## src/rtl/pin_entry_keypad.sv

```systemverilog
// pin_entry_keypad: gathers a 4-digit BCD PIN from debounced keypad strobes and checks it
// against the account PIN, so the ATM controller only ever sees a complete entry.
module pin_entry_keypad #(
    parameter int TIMEOUT_CYCLES = 1000
) (
    input  logic        clk,
    input  logic        reset,
    input  logic        card_present,
    input  logic        key_valid,
    input  logic [3:0]  key_code,
    input  logic [15:0] stored_pin,
    output logic        pin_entered,
    output logic        pin_correct,
    output logic [2:0]  digit_count,
    output logic        key_error,
    output logic        entry_timeout,
    output logic        entry_cancelled,
    output logic        entry_active
);
    localparam int TW = $clog2(TIMEOUT_CYCLES);
    localparam logic [TW-1:0] T_LAST = TW'(TIMEOUT_CYCLES - 1);

    typedef enum logic [1:0] {IDLE, COLLECT, HOLD} state_t;

    state_t        state_q, state_d;
    logic [15:0]   buf_q, buf_d;
    logic [2:0]    cnt_q, cnt_d;
    logic [TW-1:0] tmr_q, tmr_d;
    logic          correct_q, correct_d;
    logic          entered_q, entered_d;
    logic          err_q, err_d;
    logic          tout_q, tout_d;
    logic          cancel_q, cancel_d;
    logic          active_q;
    logic          is_digit, is_clear, is_enter, is_cancel;

    assign is_digit  = key_code <= 4'd9;
    assign is_clear  = key_code == 4'hA;
    assign is_enter  = key_code == 4'hB;
    assign is_cancel = key_code == 4'hC;

    always_comb begin
        state_d   = state_q;
        buf_d     = buf_q;
        cnt_d     = cnt_q;
        tmr_d     = tmr_q;
        correct_d = correct_q;
        entered_d = 1'b0;
        err_d     = 1'b0;
        tout_d    = 1'b0;
        cancel_d  = 1'b0;
        // Card removal overrides any key in the same cycle and raises no pulse.
        if (!card_present) begin
            state_d   = IDLE;
            buf_d     = '0;
            cnt_d     = '0;
            tmr_d     = '0;
            correct_d = 1'b0;
        end else begin
            case (state_q)
                IDLE: begin
                    buf_d   = '0;
                    cnt_d   = '0;
                    tmr_d   = '0;
                    state_d = COLLECT;
                end
                COLLECT: begin
                    tmr_d = tmr_q + 1'b1;
                    if (key_valid) begin
                        tmr_d = '0;
                        if (is_digit) begin
                            if (cnt_q == 3'd4) begin
                                err_d = 1'b1;
                            end else begin
                                buf_d = {buf_q[11:0], key_code};
                                cnt_d = cnt_q + 3'd1;
                            end
                        end else if (is_clear) begin
                            buf_d = '0;
                            cnt_d = '0;
                        end else if (is_enter) begin
                            if (cnt_q == 3'd4) begin
                                entered_d = 1'b1;
                                correct_d = buf_q == stored_pin;
                                state_d   = HOLD;
                            end else begin
                                err_d = 1'b1;
                            end
                        end else if (is_cancel) begin
                            buf_d    = '0;
                            cnt_d    = '0;
                            cancel_d = 1'b1;
                            state_d  = IDLE;
                        end else begin
                            err_d = 1'b1;
                        end
                    end else if (tmr_q == T_LAST) begin
                        tout_d = 1'b1;
                        buf_d  = '0;
                        cnt_d  = '0;
                        tmr_d  = '0;
                    end
                end
                HOLD: begin
                    tmr_d = '0;
                    if (key_valid) begin
                        if (is_digit) begin
                            buf_d     = {12'h000, key_code};
                            cnt_d     = 3'd1;
                            correct_d = 1'b0;
                            state_d   = COLLECT;
                        end else if (is_clear) begin
                            cnt_d     = '0;
                            correct_d = 1'b0;
                            state_d   = COLLECT;
                        end else if (is_cancel) begin
                            buf_d     = '0;
                            cnt_d     = '0;
                            correct_d = 1'b0;
                            cancel_d  = 1'b1;
                            state_d   = IDLE;
                        end else begin
                            err_d = 1'b1;
                        end
                    end
                end
                default: state_d = IDLE;
            endcase
        end
    end

    always_ff @(posedge clk or negedge reset) begin
        if (!reset) begin
            state_q   <= IDLE;
            buf_q     <= '0;
            cnt_q     <= '0;
            tmr_q     <= '0;
            correct_q <= 1'b0;
            entered_q <= 1'b0;
            err_q     <= 1'b0;
            tout_q    <= 1'b0;
            cancel_q  <= 1'b0;
            active_q  <= 1'b0;
        end else begin
            state_q   <= state_d;
            buf_q     <= buf_d;
            cnt_q     <= cnt_d;
            tmr_q     <= tmr_d;
            correct_q <= correct_d;
            entered_q <= entered_d;
            err_q     <= err_d;
            tout_q    <= tout_d;
            cancel_q  <= cancel_d;
            active_q  <= state_d == COLLECT;
        end
    end

    assign pin_entered     = entered_q;
    assign pin_correct     = correct_q;
    assign digit_count     = cnt_q;
    assign key_error       = err_q;
    assign entry_timeout   = tout_q;
    assign entry_cancelled = cancel_q;
    assign entry_active    = active_q;
endmodule

```

## config.mk

```make
export PLATFORM = sky130hd
export DESIGN_NAME = pin_entry_keypad
export DESIGN_NICKNAME = d
export VERILOG_FILES = /design/src/rtl/pin_entry_keypad.sv
export SDC_FILE = /design/constraint.sdc
export NUM_CORES = 1
export LEC_CHECK = 0
export BUFFER_PORTS_ARGS = -buffer_cell sky130_fd_sc_hd__buf_2
export CORE_MARGIN = 1
export CORE_UTILIZATION = 40
export DETAILED_ROUTE_END_ITERATION = 8
export GPL_TIMING_DRIVEN = 0
export HOLD_SLACK_MARGIN = 0.03
export PLACE_DENSITY = 0.57
export SKIP_CTS_REPAIR_TIMING = 1
export SLEW_MARGIN = 20
export SYNTH_ARGS = -nofsm -noshare
export SYNTH_HDL_FRONTEND = slang
export SYNTH_SLANG_ARGS = --single-unit
```

## constraint.sdc

```tcl
create_clock -name clk -period 2.5 [get_ports clk]
set_input_delay 0.375 -clock clk [delete_from_list [all_inputs] [get_ports clk]]
set_output_delay 0.375 -clock clk [all_outputs]
set_load 0.005 [all_outputs]
```

==> reports/qor.txt <==
FF/Latch Area: 926 µm²
layout cells sized above 1: 0.232
data arrival time of the worst path: 2550 ps
multi-input logic area: 1450 µm²
setup slack, reg-to-reg: 130 ps
pin count of the biggest net entering global routing: 38
clk root buf: clkbuf_8
critical path's largest stage delay: 430 ps
Layout Area Growth over Synthesis: 14.3%
GP Congestion: 0.815
first-pass GRT wire length: 9.45 mm
initial core utilization: 0.415
Tot Pwr: 1.21 mW
n_diodes: 0
pre-CTS setup slack: 6.71 ps
period utilization: 0.948
startpoint class of the critical path: register
Clock Skews: 6.94 ps
core area: 5920 µm²
Final Non-Filler Cells: 372
total gr overflow: 0
sequential share of the synthesized area: 0.376
setup violators final: 0
Die H: 80.4 µm
DRT Pass-1 Iters: 4
top_reg_cell synth: dfrtp_1
DP Wirelength: 4.09 mm
area leader, netlist: dfrtp_1
Ys Warns: 0
hold crit path type: primary input to async pin
Routed Antenna Nets: 0
sw frac: 0.267
total routed wirelength: 5.75 mm
fillers: 604
r2r startpoint: state_q[1]$_DFF_PN0_
fin crit period: 2370 ps
slew margin rel.: 0.323
area of the mapped netlist: 2460 µm²
Critical Path Fanout Max: 10
maximum vdd drop: 0.000183 V
Ports: 33
status: complete, no violations
Max-cap violations: 0
Mapped Cells: 259
Slew Limit Fails: 0
die width: 80.4 µm
slowest stage cell, crit path: dfrtp_1
internal power: 0.888 mW
combinational share of power: 0.142
Residual DRC: 0
critical path endpoint category: register
Crit path buffers/inverters: 3
Post-Syn Nets: 290
vias in the first global route: 1,862
Switch Pwr: 0.323 mW
Worst path top cell family by delay: buffers and inverters
clk slew on worst S/H paths: 70 ps
final net count: 328
CP Class: register to register
Port Buffers: 31
routed len/inst: 15.5 µm
CTS buffer count: 5
Max Fclk: 422 MHz
placed insts: 365
Total Routing Usage GR: 0.194
WP data required: 2680 ps
Synth area leaders: dfrtp_1 38%, mux2_4 6.1%, xor2_1 5.7%
initial antenna violation count: 0
crit path cell chain: inv_1 -> ha_1 -> buf_2 -> nor3_1 -> a21o_1 -> o21a_1 -> nor3_4 -> buf_12 -> mux2_4
Clock Power Share: 0.355
Pleak: 1.33 nW
PwrDens: 430 nW/µm²
post-route setup slack: 130 ps
mean area per synthesized cell: 9.50 µm²
Post-synth EDFFs: 0
post-synthesis cell type count: 48
Hold Vio Cnt, Final: 0
Synth async-reset ratio: 1.00
#FFs+latches synth: 37
via count: 2,055
TritonCTS clock tree: built
Sink Count: 37
CTS Buffer Depth: 2
die area: 6470 µm²
# rows: 28
worst-skew pair later-pin latency: 290 ps
Worst-Margin Slew: 1010 ps
FF-to-FF path depth: 9
vias per cell: 5.52
top cell type's share of synthesized area: 0.376
H-Tree Depth: 2
reg2reg end: buf_q[11]$_DFFE_PN0P_
DR iter-0 viols: 117
Seq pwr share: 0.503
[logic make-up after synthesis]
logic type / count (synthesis) / synth area share
flip-flops: 37 / 0.376
AND/OR/NAND/NOR: 92 / 0.204
AO/OA/AOI/OAI: 65 / 0.174
multiplexers: 19 / 0.102
buffers and inverters: 20 / 0.0397
adder cells (fa/ha/maj): 8 / 0.0397
XOR/XNOR: 18 / 0.0641
[synthesized netlist by cell type, drive strengths merged (3+ instances only)]
cell type and n:
dfrtp 37, nand2 22, nor2 19, o21ai 19, mux2 18, xor2 16
a22oi 12, a21oi 11, nor3 10, clkbuf 7, ha 7, inv 7
buf 6, nor4 6, nand3 5, a31oi 4, and3 4, nand4 4
nor2b 4, o31ai 4, nand2b 3, nand3b 3, nand4b 3, o21a 3
[registers in the layout, summed over array words and instances, names as in the netlist]
signal / cells
tmr_q: 10
entry_timeout: 1
pin_correct: 1
entry_active: 1
key_error: 1
pin_entered: 1
state_q: 2
entry_cancelled: 1
digit_count: 3
buf_q: 16
[cell usage in the layout (no fill, tap or decap), types with 2 or more instances in the layout]
cell type / netlist / final
buf_2: 5 / 37
dfrtp_1: 37 / 37
nand2_1: 22 / 22
nor2_1: 19 / 19
o21ai_0: 19 / 19
xor2_1: 16 / 16
a22oi_1: 12 / 12
a21oi_1: 11 / 11
mux2_4: 10 / 10
nor3_1: 9 / 8
mux2_2: 8 / 8
inv_1: 7 / 7
clkbuf_1: 7 / 7
ha_1: 7 / 7
nor4_1: 6 / 6
clkbuf_8: 0 / 6
nand3_1: 5 / 5
o31ai_1: 4 / 4
a31oi_1: 4 / 4
nor2b_1: 4 / 4
and3_1: 4 / 4
nand4b_1: 3 / 3
nand3b_1: 3 / 3
nand4_1: 3 / 3
nand2b_1: 3 / 3
nor3b_1: 2 / 2
o311a_1: 2 / 2
o21a_1: 2 / 2
a21o_1: 2 / 2
xnor2_1: 2 / 2
[power groups by stage]
stage / clock, mW / sequential (mW) / combinational, mW
floorplan: 0 / 0.620 / 0.106
global placement: 0 / 0.621 / 0.170
detailed placement: 0 / 0.621 / 0.170
CTS: 0.442 / 0.609 / 0.170
global route: 0.475 / 0.610 / 0.191
finish: 0.430 / 0.609 / 0.171
[per-stage QoR]
| step | utilization | setup TNS [ps] | area, µm² | hold WS (ps) |
|---|---|---|---|---|
| 2_1_floorplan | - | 0 | 2460 | 79.4 |
| 3_3_place_gp | 0.458 | 0 | 2710 | 505 |
| 3_5_place_dp | 0.458 | 0 | 2710 | 508 |
| 4_1_cts | 0.472 | -34.6 | 2800 | 223 |
| 5_1_grt | 0.475 | -182 | 2810 | 258 |
| 6_report | 0.475 | 0 | 2810 | 187 |
[how the worst max path moves through the flow]
stage / startpoint / to / slack [ps] / depth (start not counted)
floorplan: state_q[1]$_DFF_PN0_ / buf_q[10]$_DFFE_PN0P_ / 380 / 9
global placement: state_q[0]$_DFF_PN0_ / buf_q[9]$_DFFE_PN0P_ / 70 / 9
detailed placement: state_q[0]$_DFF_PN0_ / tmr_q[7]$_DFFE_PN0P_ / 7 / 7
CTS: state_q[0]$_DFF_PN0_ / tmr_q[7]$_DFFE_PN0P_ / -30 / 7
global route: state_q[0]$_DFF_PN0_ / buf_q[6]$_DFFE_PN0P_ / -50 / 9
finish: state_q[1]$_DFF_PN0_ / buf_q[11]$_DFFE_PN0P_ / 130 / 9
[per-layer routing]
layer	up-vias	wire length, µm	part of all wire	GRT usage
met3	7	139	0.024	0.0386
li1	1026	-	-	-
met4	0	61	0.011	0.0554
met2	24	2700	0.47	0.298
met1	998	2860	0.50	0.273
met5	-	0	0	0
[final cells by class]
type / count / area share
well taps: 75 / 0.0334
clock buffers: 7 / 0.0307
inverters: 7 / 0.00934
repair buffers: 31 / 0.0552
multi-input cells: 202 / 0.516
plain buffers: 13 / 0.0258
flip-flops and latches: 37 / 0.329
Power figures use the tool's default switching activity.
